--- src/rtl/commit_stage.sv ---
// commit_stage: in-order retirement stage fed by the execute stage.
// Takes up to two results per cycle into a circular commit queue. Retires up to
// two results per cycle to the register-file write ports. Drives the store-commit
// handshake to the AGU and raises a one-cycle pipeline flush on exceptions and
// branch mispredicts.
//
// Optional feature: define COMMIT_TRACE_EN to add the debug_wb_* trace outputs.
// The trace is taken from retire slot 0, and a one-entry buffer holds the
// slot-1 trace for the following cycle.
//
// Ports:
//   clk, resetn                  clock, asynchronous active-low reset
//   execute_to_commit_bus1/2     older/younger execute results
//   cs_allowin                   queue can accept two results this cycle
//   commit_store_valid/ready     store-commit handshake with the AGU
//   rf_we, rf_waddr0/1, rf_wdata0/1  register-file writes (port 0 is older)
//   flush, flush_pc              pipeline flush and redirect PC
//   debug_wb_*                   retire trace (COMMIT_TRACE_EN only)

package commit_stage_pkg;

  typedef struct packed {
    logic        valid;
    logic [31:0] pc;
    logic        wen;
    logic [4:0]  dest;
    logic [31:0] result;
    logic        is_store;
    logic        exception;
    logic        mispredict;
    logic [31:0] target;
  } execute_to_commit_bus_t;

  // A queue entry keeps only the fields that retirement consumes.
  typedef struct packed {
`ifdef COMMIT_TRACE_EN
    logic [31:0] pc;
`endif
    logic        wen;
    logic [4:0]  dest;
    logic [31:0] result;
    logic        is_store;
    logic        exception;
    logic        mispredict;
    logic [31:0] target;
  } commit_entry_t;

endpackage

module commit_stage
  import commit_stage_pkg::*;
#(
  parameter int unsigned DEPTH      = 4,
  parameter logic [31:0] EXC_VECTOR = 32'hBFC0_0380
) (
  input  logic                   clk,
  input  logic                   resetn,
  input  execute_to_commit_bus_t execute_to_commit_bus1,
  input  execute_to_commit_bus_t execute_to_commit_bus2,
  output logic                   cs_allowin,
  output logic                   commit_store_valid,
  input  logic                   commit_store_ready,
  output logic [1:0]             rf_we,
  output logic [4:0]             rf_waddr0,
  output logic [4:0]             rf_waddr1,
  output logic [31:0]            rf_wdata0,
  output logic [31:0]            rf_wdata1,
  output logic                   flush,
  output logic [31:0]            flush_pc
`ifdef COMMIT_TRACE_EN
  ,
  output logic [31:0]            debug_wb_pc,
  output logic [3:0]             debug_wb_rf_wen,
  output logic [4:0]             debug_wb_rf_wnum,
  output logic [31:0]            debug_wb_rf_wdata
`endif
);

  localparam int unsigned AW = $clog2(DEPTH);
  localparam int unsigned CW = AW + 1;

  commit_entry_t q [DEPTH];
  logic [AW-1:0] head;
  logic [AW-1:0] tail;
  logic [CW-1:0] count;

  commit_entry_t in1;
  commit_entry_t in2;
  commit_entry_t e0;
  commit_entry_t e1;
  logic          en1;
  logic          en2;
  logic [1:0]    n_enq;
  logic [1:0]    n_ret;
  logic          ret0;
  logic          ret1;
  logic          flush0;
  logic          flush1;
  logic          slot1_hold;

  // Strip the bus down to the stored entry fields.
  always_comb begin
    in1            = '0;
    in2            = '0;
`ifdef COMMIT_TRACE_EN
    in1.pc         = execute_to_commit_bus1.pc;
    in2.pc         = execute_to_commit_bus2.pc;
`endif
    in1.wen        = execute_to_commit_bus1.wen;
    in1.dest       = execute_to_commit_bus1.dest;
    in1.result     = execute_to_commit_bus1.result;
    in1.is_store   = execute_to_commit_bus1.is_store;
    in1.exception  = execute_to_commit_bus1.exception;
    in1.mispredict = execute_to_commit_bus1.mispredict;
    in1.target     = execute_to_commit_bus1.target;
    in2.wen        = execute_to_commit_bus2.wen;
    in2.dest       = execute_to_commit_bus2.dest;
    in2.result     = execute_to_commit_bus2.result;
    in2.is_store   = execute_to_commit_bus2.is_store;
    in2.exception  = execute_to_commit_bus2.exception;
    in2.mispredict = execute_to_commit_bus2.mispredict;
    in2.target     = execute_to_commit_bus2.target;
  end

  // Retire decision for the head (slot 0) and head+1 (slot 1).
  always_comb begin
    e0                 = q[head];
    e1                 = q[head + AW'(1)];
    ret0               = 1'b0;
    ret1               = 1'b0;
    flush0             = 1'b0;
    flush1             = 1'b0;
    commit_store_valid = 1'b0;
    rf_we              = 2'b00;
    rf_waddr0          = '0;
    rf_waddr1          = '0;
    rf_wdata0          = '0;
    rf_wdata1          = '0;
    flush_pc           = '0;

    if (count != '0) begin
      if (e0.exception) begin
        ret0     = 1'b1;
        flush0   = 1'b1;
        flush_pc = EXC_VECTOR;
      end else if (e0.is_store) begin
        // Store holds the head until the AGU takes it.
        commit_store_valid = 1'b1;
        ret0               = commit_store_ready;
      end else begin
        ret0 = 1'b1;
        if (e0.wen && (e0.dest != '0)) begin
          rf_we[0]  = 1'b1;
          rf_waddr0 = e0.dest;
          rf_wdata0 = e0.result;
        end
        if (e0.mispredict) begin
          flush0   = 1'b1;
          flush_pc = e0.target;
        end
      end
    end

    if (ret0 && !flush0 && (count >= CW'(2)) && !e1.is_store && !e1.exception && !slot1_hold) begin
      ret1 = 1'b1;
      if (e1.wen && (e1.dest != '0)) begin
        rf_we[1]  = 1'b1;
        rf_waddr1 = e1.dest;
        rf_wdata1 = e1.result;
      end
      if (e1.mispredict) begin
        flush1   = 1'b1;
        flush_pc = e1.target;
      end
    end

    flush      = flush0 | flush1;
    // Registered count only; a same-cycle retire does not open the queue.
    cs_allowin = (count <= CW'(DEPTH - 2)) && !flush;
    en1        = cs_allowin && execute_to_commit_bus1.valid;
    en2        = cs_allowin && execute_to_commit_bus2.valid;
    n_enq      = {1'b0, en1} + {1'b0, en2};
    n_ret      = {1'b0, ret0} + {1'b0, ret1};
  end

  // Queue storage; bus2 lands right after bus1, or at tail when alone.
  always_ff @(posedge clk) begin
    if (en1) q[tail] <= in1;
    if (en2) q[tail + AW'(en1)] <= in2;
  end

  // Pointers and occupancy; a flush empties the queue.
  always_ff @(posedge clk or negedge resetn) begin
    if (!resetn) begin
      head  <= '0;
      tail  <= '0;
      count <= '0;
    end else if (flush) begin
      head  <= '0;
      tail  <= '0;
      count <= '0;
    end else begin
      head  <= head + AW'(n_ret);
      tail  <= tail + AW'(n_enq);
      count <= count + CW'(n_enq) - CW'(n_ret);
    end
  end

`ifdef COMMIT_TRACE_EN
  logic        tb_valid;
  logic [31:0] tb_pc;
  logic [3:0]  tb_wen;
  logic [4:0]  tb_wnum;
  logic [31:0] tb_wdata;

  // While the buffer holds a slot-1 trace, only single retire is allowed.
  assign slot1_hold = tb_valid;

  // Trace output: buffered slot-1 entry first, otherwise the live slot 0.
  always_comb begin
    debug_wb_pc       = '0;
    debug_wb_rf_wen   = '0;
    debug_wb_rf_wnum  = '0;
    debug_wb_rf_wdata = '0;
    if (tb_valid) begin
      debug_wb_pc       = tb_pc;
      debug_wb_rf_wen   = tb_wen;
      debug_wb_rf_wnum  = tb_wnum;
      debug_wb_rf_wdata = tb_wdata;
    end else if (ret0 && !e0.exception) begin
      debug_wb_pc       = e0.pc;
      debug_wb_rf_wen   = {4{rf_we[0]}};
      debug_wb_rf_wnum  = rf_waddr0;
      debug_wb_rf_wdata = rf_wdata0;
    end
  end

  // A buffered trace shifts slot 0 into the buffer, keeping program order.
  always_ff @(posedge clk or negedge resetn) begin
    if (!resetn) begin
      tb_valid <= 1'b0;
      tb_pc    <= '0;
      tb_wen   <= '0;
      tb_wnum  <= '0;
      tb_wdata <= '0;
    end else if (tb_valid) begin
      tb_valid <= ret0 && !e0.exception;
      tb_pc    <= e0.pc;
      tb_wen   <= {4{rf_we[0]}};
      tb_wnum  <= rf_waddr0;
      tb_wdata <= rf_wdata0;
    end else begin
      tb_valid <= ret1;
      tb_pc    <= e1.pc;
      tb_wen   <= {4{rf_we[1]}};
      tb_wnum  <= rf_waddr1;
      tb_wdata <= rf_wdata1;
    end
  end
`else
  assign slot1_hold = 1'b0;

  logic unused_pc;
  assign unused_pc = ^{execute_to_commit_bus1.pc, execute_to_commit_bus2.pc};
`endif

endmodule

--- config.mk ---
export PLATFORM = sky130hd
export DESIGN_NAME = commit_stage
export DESIGN_NICKNAME = d
export VERILOG_FILES = /design/src/rtl/commit_stage.sv
export SDC_FILE = /design/constraint.sdc
export NUM_CORES = 1
export LEC_CHECK = 0
export BUFFER_PORTS_ARGS = -buffer_cell sky130_fd_sc_hd__buf_2
export CORE_ASPECT_RATIO = 0.7
export CORE_MARGIN = 4
export CORE_UTILIZATION = 45
export CTS_BUF_LIST = sky130_fd_sc_hd__clkbuf_16
export DETAILED_ROUTE_END_ITERATION = 8
export GPL_ROUTABILITY_DRIVEN = 0
export HOLD_SLACK_MARGIN = 0.03
export PLACE_DENSITY = 0.75
export SLEW_MARGIN = 10
export SYNTH_ARGS = -nofsm -noshare
export SYNTH_HDL_FRONTEND = slang
export SYNTH_SLANG_ARGS = --single-unit
export TNS_END_PERCENT = 5
--- constraint.sdc ---
create_clock -name clk -period 14.5 [get_ports clk]
set_input_delay 1.45 -clock clk [delete_from_list [all_inputs] [get_ports clk]]
set_output_delay 1.45 -clock clk [all_outputs]
set_load 0.03 [all_outputs]
==> load_flow_metrics.sql, run 1 <==
INSERT INTO impl_metrics (metric_group, metric, value, unit) VALUES
('outcome', 'status', 'finished clean', ''),
('worst_hold_path', 'hold-path-cell-count', '2', ''),
('detailed_routing', 'first_pass_iters', '6', ''),
('clocking', 'cts_tree', 'yes', ''),
('die', 'floorplan.die.height', '173', 'microns'),
('detailed_routing', 'dr_total_vias', '11200', ''),
('yosys', 'seq_area_frac_synth', '51.1', '%'),
('timing', 'final_period_minus_worst_setup_slack', '7.29', 'ns'),
('detailed_routing', 'route.detailed.vias_per_inst', '5.75', ''),
('clocking', 'clock_sinks', '299', ''),
('clocking', 'cts_htree_levels', '1', ''),
('detailed_routing', 'detail_route.drc_violations', '0', ''),
('placed_design', 'io_buffer_count', '261', ''),
('global_routing', 'grt_start_max_net_pins', '123', ''),
('worst_setup_path', 'path_buf_inv', '4', ''),
('clocking', 'clockBufferDepth', '3', ''),
('yosys', 'postSynthRegisterBits', '299', ''),
('worst_setup_path', 'worst-path-max-fanout', '78', ''),
('timing', 'slew-limit-headroom', '27.2', '%'),
('finish', 'post_route_cells_drive_above_1_share', '50.8', '%'),
('worst_setup_path', 'rrSetupSlack', '7.21', 'ns'),
('detailed_routing', 'routedWlPerCell', '22.7', 'microns'),
('die', 'die_x', '244', 'microns'),
('global_routing', 'gr-total-overflow', '0', ''),
('clocking', 'ctsRootBufferMaster', 'clkbuf_16', ''),
('yosys', 'post_synthesis_instance_area', '0.0175', 'sq mm'),
('timing', 'worst_clock_skew', '0.0184', 'ns'),
('detailed_routing', 'final_antenna_net_count', '0', ''),
('worst_hold_path', 'hold_path_class', 'register to register', ''),
('worst_setup_path', 'cp_endpoint_kind', 'register', ''),
('clocking', 'resized_cells_post_cts', '0', ''),
('yosys', 'synth.net_count', '1385', ''),
('yosys', 'post_synth_inst_count', '1161', ''),
('yosys', 'ys_types', '47', ''),
('clocking', 'worst_skew_pair.late_latency', '0.57', 'ns'),
('worst_setup_path', 'crit_path_max_incr_delay', '1.03', 'ns'),
('timing', 'fin_tns_setup', '0', 'ns'),
('yosys', 'avgSynthCellArea', '15.1', 'sq um'),
('pwr', 'p_per_area', '190', 'mW/mm^2'),
('finish', 'fillCellCount', '3253', ''),
('global_routing', 'grt_antenna_before_repair', '10', ''),
('run', 'max_cap_violations', '0', ''),
('global_routing', 'grt_pass1_wl', '68.1', 'mm'),
('detailed_routing', 'drt_wl_total', '44.1', 'mm'),
('finish', 'syn_to_final_growth', '15.0', '%'),
('die', 'row_count', '60', ''),
('timing', 'setup_viol_count_final', '0', ''),
('yosys', 'synth_enable_flop_cells', '292', ''),
('clocking', 'cts_hold_buf', '0', ''),
('placed_design', 'dp_hpwl', '27.5', 'mm'),
('worst_setup_path', 'worst_r2r_startpoint', 'head[0]$_DFF_PN0_', ''),
('timing', 'final_hold_violations', '0', ''),
('timing', 'finalMaxSlewViolations', '0', ''),
('die', 'die_area', '0.0422', 'sq mm'),
('global_routing', 'grtUsageTotal', '20.4', '%'),
('worst_setup_path', 'timing.critical_path.required', '14.68', 'ns'),
('clocking', 'postCtsSetupRepairBufs', '0', ''),
('finish', 'final_net_count', '1608', ''),
('yosys', 'synthArstFlopShare', '2.34', '%'),
('pwr', 'irDropWorstVdd', '0.127', 'mV'),
('global_routing', 'via_count_of_the_first_global_routing_pass', '11600', ''),
('placed_design', 'placedInstanceArea', '0.0192', 'sq mm'),
('clocking', 'clkTransAtPathRegs', '0.06', 'ns'),
('worst_setup_path', 'timing.critical_path.cells', 'buf_4 -> mux4_2 -> inv_1 -> o2111a_4 -> nand2_4 -> nand3b_4 -> inv_4 -> and2_1 -> ha_1 -> nor2b_1 -> a22o_1 -> a22oi_1 -> nor2_4 -> buf_4', ''),
('worst_hold_path', 'worst_hold_endpoint', 'count[2]$_DFF_PN0_', ''),
('yosys', 'yosysWarningCount', '0', ''),
('timing', 'transition_time_at_the_pin_with_the_least_slew_margin', '1.09', 'ns'),
('yosys', 'synth_flop_cell', 'edfxtp_1', ''),
('worst_setup_path', 'worst-r2r-cell-count', '14', ''),
('placed_design', 'preCtsSetupSlack', '7.04', 'ns'),
('pwr', 'p_leak', '7.34', 'nW');
state kept, by name, indices dropped and copies added, names as in the netlist:
signal	count
count	3
head	2
q	292
tail	2
worst max path at each step:
stage,endpoint,cells after the start,start
detailed placement,q[2][61]$_DFFE_PP_,14,head[0]$_DFF_PN0_
global route,q[2][64]$_DFFE_PP_,14,head[0]$_DFF_PN0_
finish,q[2][61]$_DFFE_PP_,14,head[0]$_DFF_PN0_
global placement,q[2][61]$_DFFE_PP_,14,head[0]$_DFF_PN0_
floorplan,q[2][0]$_DFFE_PP_,11,commit_store_ready
CTS,q[2][64]$_DFFE_PP_,14,head[0]$_DFF_PN0_
placed cells by master, fill, tap and decap left out, types with 3 or more instances in the layout:
master     count
buf_4         13
edfxtp_1     292
o22ai_1       20
a21oi_1       27
clkbuf_16     31
buf_2        261
mux4_2        95
nand2_1       30
mux2_2       266
mux2i_1       50
xor2_1         3
dfrtp_1        5
diode_2        4
nor2b_1       67
nor2_1        55
xnor2_1        5
inv_1         21
o21ai_0       38
clkinv_1      11
mux2_4        23
nand3_1       12
clkinv_2       3
ha_1           7
and2_1         4
mux2_1        28
nor2_4         4
and3_1         5
synth_stat cells, drive strengths merged, types with 5 or more instances:
master	count	area share, %
mux2	317	21
edfxtp	292	50
mux4	95	12
nor2b	67	2.4
nor2	59	1.3
buf	53	2.0
mux2i	50	2.9
o21ai	39	1.1
nand2	32	0.74
clkbuf	31	0.66
a21oi	27	0.77
o22ai	20	0.71
inv	14	0.31
nand3	14	0.46
dfrtp	7	1.0
ha	7	0.50
and3	5	0.18
xnor2	5	0.25
power by group:
group | switching, mW | internal (mW)
logic | 0.970 | 0.722
registers | 0.142 | 1.24
clock network | 0.325 | 0.418
total | 1.44 | 2.38
layout make-up:
class                           instances  area, sq um  area share, %
Clock buffer                           31          776           3.85
Inverter                               14         55.1          0.273
Tap cell                              527          659           3.27
Sequential cell                       299         8950           44.4
Multi-Input combinational cell        764         8120           40.3
Timing Repair Buffer                  275         1420           7.07
Antenna cell                            4         10.0         0.0497
Clock inverter                         25          154          0.764
stage by stage:
| stage | cells | hold WS (ns) | utilization (%) | total power, mW |
|---|---|---|---|---|
| CTS | 1935 | 0.626 | 52.4 | 3.86 |
| global route | 1938 | 0.676 | 52.4 | 4.04 |
| global placement | 1879 | 0.600 | 50.0 | 3.05 |
| finish | 1939 | 0.624 | 52.4 | 3.82 |
| detailed placement | 1879 | 0.617 | 50.0 | 3.10 |
| floorplan | 1161 | 0.565 | - | 2.65 |
tightest hold or removal path, cell delays in order, from the launching register on:
cell and delay (ns):
dfrtp_1 0.42, xnor2_1 0.13, nor2_1 0.04
cells by family after synthesis:
logic type,Yosys count,share of synthesized area [%]
AND/OR/NAND/NOR,192,5.89
XOR/XNOR,8,0.400
multiplexers,462,35.9
buffers and inverters,98,2.98
AO/OA/AOI/OAI,93,2.99
adder cells (fa/ha/maj),9,0.729
flip-flops,299,51.1
routing by layer:
layer  part of all wire (%)  up-vias  GRT usage, %
met4                    2.4       12          5.35
met2                     48      364          33.3
met3                    6.7       76          4.51
met1                     43     5699          28.0
met5                   0.19        -             0
li1                       -     5005             -
(Power assumes the default switching activity.)
==> run 2, diff against run 1 <==
- clock period: 14.5 -> 7.23 ns (I/O delays scaled with it)
==> run 2 against run 1 <==
Compared with the run above:
- clock-buffer cell count unchanged
- total power grew 100%
- worst setup slack worse by 5.7 ns
- critical path depth is 1 lower
- final cell count is 0.41% higher
- largest cell class unchanged
- critical endpoint is now q[2][64]$_DFFE_PP_
==> load_flow_metrics.sql, run 2 (same netlist as run 1, synthesis figures left out) <==
INSERT INTO impl_metrics (metric_group, metric, value, unit) VALUES
('finish', 'final_net_count', '1618', ''),
('clocking', 'clockBufferDepth', '3', ''),
('clocking', 'ctsRootBufferMaster', 'clkbuf_16', ''),
('placed_design', 'placedInstanceArea', '0.0193', 'sq mm'),
('die', 'floorplan.die.height', '173', 'microns'),
('clocking', 'cts_htree_levels', '1', ''),
('finish', 'syn_to_final_growth', '15.3', '%'),
('timing', 'final_period_minus_worst_setup_slack', '5.70', 'ns'),
('global_routing', 'grt_pass1_wl', '67.7', 'mm'),
('timing', 'fmax', '175', 'MHz'),
('finish', 'most_common_cell_after_layout_fill_and_taps_aside', 'edfxtp_1', ''),
('worst_setup_path', 'worst-r2r-cell-count', '13', ''),
('worst_hold_path', 'hold-path-cell-count', '2', ''),
('finish', 'finalNonFillerCells', '1947', ''),
('global_routing', 'via_count_of_the_first_global_routing_pass', '11700', ''),
('outcome', 'status', 'finished clean', ''),
('timing', 'worst_clock_skew', '0.0257', 'ns'),
('placed_design', 'placedCellCount', '1887', ''),
('die', 'core-area', '0.0384', 'sq mm'),
('timing', 'slew-limit-headroom', '27.3', '%'),
('die', 'die_x', '244', 'microns'),
('finish', 'largest_register_ff_count', '292', ''),
('die', 'row_count', '60', ''),
('run', 'max_cap_violations', '0', ''),
('clocking', 'resized_cells_post_cts', '0', ''),
('pwr', 'p_leak', '7.39', 'nW'),
('worst_setup_path', 'timing.critical_path.required', '7.42', 'ns'),
('pwr', 'p_per_area', '378', 'mW/mm^2'),
('timing', 'final_hold_violations', '0', ''),
('timing', 'finalMaxSlewViolations', '0', ''),
('finish', 'final_cell_mix', 'edfxtp_1 (292), mux2_2 (266), buf_2 (261)', ''),
('timing', 'final_min_period_over_clock_period', '78.8', '%'),
('global_routing', 'grt_start_max_net_pins', '150', ''),
('timing', 'transition_time_at_the_pin_with_the_least_slew_margin', '1.09', 'ns'),
('worst_setup_path', 'crit_slowest_cell', 'dfrtp_4', ''),
('detailed_routing', 'first_pass_iters', '5', ''),
('global_routing', 'grtUsageTotal', '20.3', '%'),
('detailed_routing', 'drt_wl_total', '44.0', 'mm'),
('placed_design', 'dp_hpwl', '28.1', 'mm'),
('clocking', 'clock_sinks', '299', ''),
('detailed_routing', 'final_antenna_net_count', '0', ''),
('detailed_routing', 'dr.first_iter.drc_count', '670', ''),
('worst_hold_path', 'hold_path_class', 'input port to register', ''),
('global_routing', 'grt_antenna_before_repair', '11', ''),
('worst_setup_path', 'criticalPathCategory', 'register to register', ''),
('worst_setup_path', 'critical_path_source_type', 'register', ''),
('pwr', 'irDropWorstVdd', '0.235', 'mV'),
('die', 'initial_core_util', '45.6', '%'),
('clocking', 'cts_tree', 'yes', ''),
('finish', 'max_flop_register', 'q', ''),
('global_routing', 'gr-total-overflow', '0', ''),
('worst_setup_path', 'timing.critical_path.arrival', '5.89', 'ns'),
('clocking', 'worst_skew_pair.late_latency', '0.58', 'ns'),
('detailed_routing', 'route.detailed.vias_per_inst', '5.76', ''),
('worst_setup_path', 'timing.critical_path.cells', 'mux4_2 -> nand2b_1 -> and2_1 -> nand2_4 -> nand3b_4 -> inv_4 -> and2_1 -> ha_1 -> nor2b_1 -> a22o_1 -> a22oi_1 -> nor2_4 -> buf_4', ''),
('timing', 'fin_tns_setup', '0', 'ns'),
('worst_setup_path', 'worst-path-max-fanout', '48', ''),
('clocking', 'postCtsSetupRepairBufs', '0', ''),
('pwr', 'post_layout_total_power', '7.64', 'mW'),
('detailed_routing', 'detail_route.drc_violations', '0', ''),
('detailed_routing', 'routedWlPerCell', '22.6', 'microns'),
('finish', 'post_route_cells_drive_above_1_share', '51.2', '%'),
('finish', 'post-route-cell-area', '0.0202', 'sq mm'),
('detailed_routing', 'dr_total_vias', '11200', ''),
('die', 'boundaryPins', '326', ''),
('clocking', 'clkTransAtPathRegs', '0.06', 'ns'),
('placed_design', 'io_buffer_count', '261', ''),
('clocking', 'numCtsBuffers', '31', ''),
('finish', 'largest_registers_ranked_by_flip_flop_count', 'q x292, count x3', ''),
('clocking', 'cts_hold_buf', '1', ''),
('worst_setup_path', 'crit_path_max_incr_delay', '0.89', 'ns'),
('timing', 'setup_viol_count_final', '0', ''),
('die', 'die_area', '0.0422', 'sq mm'),
('worst_setup_path', 'cp_endpoint_kind', 'register', ''),
('timing', 'grt_setup_unrepaired', 'false', ''),
('worst_setup_path', 'critical-path-top-cell-by-count', 'and2_1', '');
## run 2: cell count changes in the layout (fill, tap and decap cells not counted)
cell and change:
buf_4 +8, clkinv_1 -3, clkinv_2 +3, bufinv_16 -1, clkinv_4 +1, clkinvlp_4 -1
diode_2 -1, dlygate4sd3_1 +1, inv_6 +1
## run 2: worst paths after layout
check | from | to | slack (ns)
setup / recovery | head[0]$_DFF_PN0_ | q[2][64]$_DFFE_PP_ | 1.53
max in group asynchronous | resetn | head[0]$_DFF_PN0_ | 6.47
setup reg to reg | head[0]$_DFF_PN0_ | q[2][64]$_DFFE_PP_ | 1.53
hold reg to reg | count[2]$_DFF_PN0_ | count[2]$_DFF_PN0_ | 0.62
min in group asynchronous | resetn | head[1]$_DFF_PN0_ | 0.58
hold / removal | execute_to_commit_bus2[45] | q[2][45]$_DFFE_PP_ | 0.46
## run 2: worst max-delay path, delay by kind of cell, from the launching register on
family,cells,cell delay (ns)
fa+ha+maj,1,0.39
simple gates,7,2.28
compound gates,2,0.34
buf+inv,2,0.68
mux,1,0.64
flops,1,0.89
## run 2: power breakdown
| group | internal [mW] | total, mW | switching [mW] |
|---|---|---|---|
| Combinational | 1.45 | 3.44 | 1.99 |
| Sequential | 2.49 | 2.73 | 0.246 |
| Clock | 0.807 | 1.47 | 0.663 |
## run 2: area by class of cell
| cell class | count | area, sq um |
|---|---|---|
| sequential | 299 | 8950 |
| multi-input combinational | 764 | 8120 |
| clock buffer | 31 | 776 |
| fill | 3220 | 18200 |
| antenna | 3 | 7.51 |
| tap | 527 | 659 |
| clock inverter | 25 | 138 |
| inverter | 14 | 55.1 |
| timing repair buffer | 284 | 1490 |
## run 2: per-layer routing
layer / wire length [microns] / track usage [%] / vias to the layer above / share of wire, %
li1: - / - / 5034 / -
met5: 121 / 0 / - / 0.28
met3: 2430 / 4.32 / 69 / 5.5
met2: 21200 / 34.2 / 308 / 48
met4: 907 / 4.30 / 18 / 2.1
met1: 19300 / 27.3 / 5784 / 44
## run 2: stage by stage
stage | util [%] | setup slack (ns) | hold WS, ns
floorplan | - | 0.832 | 0.427
global placement | 50.1 | 1.63 | 0.571
detailed placement | 50.1 | 1.54 | 0.575
CTS | 52.5 | 1.51 | 0.427
global route | 52.5 | 1.22 | 0.455
finish | 52.5 | 1.53 | 0.462
==> run 3, diff against run 2 <==
- PLACE_DENSITY: 0.75 -> 0.77
- clock period: 7.23 -> 4.9 ns (I/O delays scaled with it)
==> run 3 against run 2 <==
Compared with the run above:
- combinational power up 54%
- first-iteration DRC count up 21%
- global-route usage up 0.81 points
- clock skew down 0.011 ns
- sequential share of layout area down 0.55 points
- final cell count up 0.62%
- die area unchanged
- largest power group unchanged
- highest routed layer unchanged
==> load_flow_metrics.sql, run 3 (same netlist as run 1, synthesis figures left out) <==
INSERT INTO impl_metrics (metric_group, metric, value, unit) VALUES
('die', 'boundaryPins', '326', ''),
('timing', 'fmax', '217', 'MHz'),
('timing', 'transition_time_at_the_pin_with_the_least_slew_margin', '1.00', 'ns'),
('timing', 'setup_viol_count_final', '0', ''),
('outcome', 'status', 'finished clean', ''),
('detailed_routing', 'dr.first_iter.drc_count', '810', ''),
('die', 'initial_core_util', '45.6', '%'),
('placed_design', 'preCtsSetupSlack', '0.304', 'ns'),
('worst_hold_path', 'hold_path_class', 'input port to register', ''),
('timing', 'grt_setup_unrepaired', 'false', ''),
('finish', 'post-route-cell-area', '0.0205', 'sq mm'),
('placed_design', 'placedCellCount', '1897', ''),
('finish', 'final_net_count', '1628', ''),
('run', 'max_cap_violations', '0', ''),
('timing', 'final_hold_violations', '0', ''),
('clocking', 'numCtsBuffers', '31', ''),
('placed_design', 'dp_hpwl', '28.9', 'mm'),
('detailed_routing', 'route.detailed.vias_per_inst', '5.76', ''),
('worst_setup_path', 'crit_slowest_cell', 'nand3_4', ''),
('finish', 'post_route_cells_drive_above_1_share', '52.0', '%'),
('detailed_routing', 'drt_wl_total', '45.3', 'mm'),
('worst_setup_path', 'critical_path_source_type', 'register', ''),
('worst_setup_path', 'rrSetupSlack', '0.29', 'ns'),
('worst_setup_path', 'cp_endpoint_kind', 'register', ''),
('detailed_routing', 'final_antenna_net_count', '0', ''),
('pwr', 'p_leak', '7.48', 'nW'),
('pwr', 'p_per_area', '568', 'mW/mm^2'),
('timing', 'worst_hold_slack', '0.237', 'ns'),
('detailed_routing', 'dr_total_vias', '11300', ''),
('finish', 'final_cell_mix', 'edfxtp_1 (292), mux2_2 (266), buf_2 (261)', ''),
('detailed_routing', 'routedWlPerCell', '23.1', 'microns'),
('clocking', 'clock_sinks', '299', ''),
('worst_setup_path', 'worst-path-max-fanout', '27', ''),
('global_routing', 'grt_antenna_before_repair', '12', ''),
('finish', 'most_common_cell_after_layout_fill_and_taps_aside', 'edfxtp_1', ''),
('timing', 'slew-limit-headroom', '33.3', '%'),
('die', 'floorplan.die.height', '173', 'microns'),
('worst_setup_path', 'endpoint', 'q[2][29]$_DFFE_PP_', ''),
('worst_setup_path', 'worst-r2r-cell-count', '12', ''),
('finish', 'ff_latch_area', '0.00895', 'sq mm'),
('global_routing', 'grt_start_max_net_pins', '87', ''),
('detailed_routing', 'first_pass_iters', '5', ''),
('finish', 'multiInputGateArea', '0.00812', 'sq mm'),
('detailed_routing', 'detail_route.drc_violations', '0', ''),
('worst_setup_path', 'timing.critical_path.required', '5.22', 'ns'),
('clocking', 'cts_htree_levels', '1', ''),
('pwr', 'post_layout_total_power', '11.6', 'mW'),
('worst_setup_path', 'worstReg2RegEnd', 'q[2][29]$_DFFE_PP_', ''),
('clocking', 'clockBufferDepth', '3', ''),
('finish', 'largest_register_ff_count', '292', ''),
('finish', 'final_core_utilization', '53.2', '%'),
('placed_design', 'placedInstanceArea', '0.0194', 'sq mm'),
('placed_design', 'io_buffer_count', '261', ''),
('pwr', 'irDropWorstVdd', '0.383', 'mV'),
('timing', 'final_period_minus_worst_setup_slack', '4.61', 'ns'),
('clocking', 'postCtsSetupRepairBufs', '0', ''),
('clocking', 'worst_skew_pair.late_latency', '0.58', 'ns'),
('global_routing', 'via_count_of_the_first_global_routing_pass', '12000', ''),
('clocking', 'clkTransAtPathRegs', '0.07', 'ns'),
('finish', 'fillCellCount', '3202', ''),
('finish', 'finalNonFillerCells', '1959', ''),
('die', 'die_area', '0.0422', 'sq mm'),
('global_routing', 'grtUsageTotal', '21.1', '%'),
('timing', 'final_min_period_over_clock_period', '94.1', '%'),
('global_routing', 'gr-total-overflow', '0', ''),
('worst_setup_path', 'criticalPathCategory', 'register to register', ''),
('worst_setup_path', 'cp-startpoint', 'head[1]$_DFF_PN0_', ''),
('worst_setup_path', 'worst_r2r_startpoint', 'head[1]$_DFF_PN0_', ''),
('clocking', 'cts_tree', 'yes', ''),
('finish', 'syn_to_final_growth', '16.8', '%'),
('timing', 'worst_slack', '0.288', 'ns'),
('timing', 'fin_tns_setup', '0', 'ns'),
('worst_setup_path', 'timing.critical_path.arrival', '4.93', 'ns'),
('timing', 'finalMaxSlewViolations', '0', ''),
('worst_setup_path', 'timing.critical_path.cells', 'mux4_2 -> inv_1 -> o2111a_4 -> nand2_4 -> nand3b_4 -> inv_4 -> and2_1 -> ha_1 -> nor2b_1 -> nand3_4 -> buf_12 -> mux2_1', ''),
('global_routing', 'grt_pass1_wl', '69.9', 'mm'),
('die', 'core-area', '0.0384', 'sq mm'),
('finish', 'largest_registers_ranked_by_flip_flop_count', 'q x292, count x3', ''),
('timing', 'worst_clock_skew', '0.0151', 'ns'),
('die', 'row_count', '60', ''),
('finish', 'max_flop_register', 'q', ''),
('clocking', 'ctsRootBufferMaster', 'clkbuf_16', ''),
('worst_setup_path', 'crit_path_max_incr_delay', '0.55', 'ns'),
('die', 'die_x', '244', 'microns');
run 3: changes by cell type in the layout (fill, tap and decap cells not counted), moves of 2 or more:
cell	delta
clkinvlp_4	+4
buf_12	+6
clkinv_2	-2
diode_2	+3
inv_1	-5
buf_4	+3
clkinv_1	-2
bufinv_16	+3
run 3: critical path: cells and delay by family, from the launching register on:
| kind | cells | cell delay (ns) |
|---|---|---|
| AND/OR/NAND/NOR | 5 | 1.50 |
| multiplexers | 2 | 0.89 |
| buffers and inverters | 3 | 0.64 |
| flip-flops | 1 | 0.52 |
| AO/OA/AOI/OAI | 1 | 0.39 |
| adder cells (fa/ha/maj) | 1 | 0.39 |
run 3: layout make-up:
cell class / instances / share of cell area (%)
multi-input combinational: 764 / 39.7
tap: 527 / 3.22
clock inverter: 24 / 1.13
timing repair buffer: 294 / 8.06
antenna: 6 / 0.0734
clock buffer: 31 / 3.79
inverter: 14 / 0.269
sequential: 299 / 43.8
run 3: what timing repair did:
item                                    4_1_cts  5_1_grt
endpoints found under the hold margin         7        0
gates resized for setup                       0        1
hold buffers                                  1        0
endpoints found under the setup margin        0       66
run 3: worst min path at each step:
stage / startpoint / to / slack [ns] / cells past startpoint
2_1_floorplan: resetn / count[0]$_DFF_PN0_ / 0.19 / 0
3_3_place_gp: resetn / count[2]$_DFF_PN0_ / 0.34 / 1
3_5_place_dp: resetn / count[2]$_DFF_PN0_ / 0.35 / 1
4_1_cts: execute_to_commit_bus2[45] / q[1][45]$_DFFE_PP_ / 0.21 / 2
5_1_grt: execute_to_commit_bus1[61] / q[2][61]$_DFFE_PP_ / 0.22 / 2
6_report: execute_to_commit_bus2[45] / q[1][45]$_DFFE_PP_ / 0.24 / 2
run 3: power breakdown:
| group | total [mW] | internal [mW] | leakage [nW] | switching (mW) |
|---|---|---|---|---|
| Sequential | 3.95 | 3.67 | 2.75 | 0.281 |
| Combinational | 5.30 | 2.23 | 4.24 | 3.07 |
| Clock | 2.38 | 1.36 | 0.493 | 1.02 |
| Total | 11.6 | 7.26 | 7.48 | 4.37 |
run 3: metal layers:
metal	global-route usage (%)	vias to the layer above	routed length (microns)
li1	-	5057	-
met1	28.2	5728	19000
met2	35.4	410	22200
met3	4.39	79	3090
met4	5.33	14	1020
met5	0	-	89
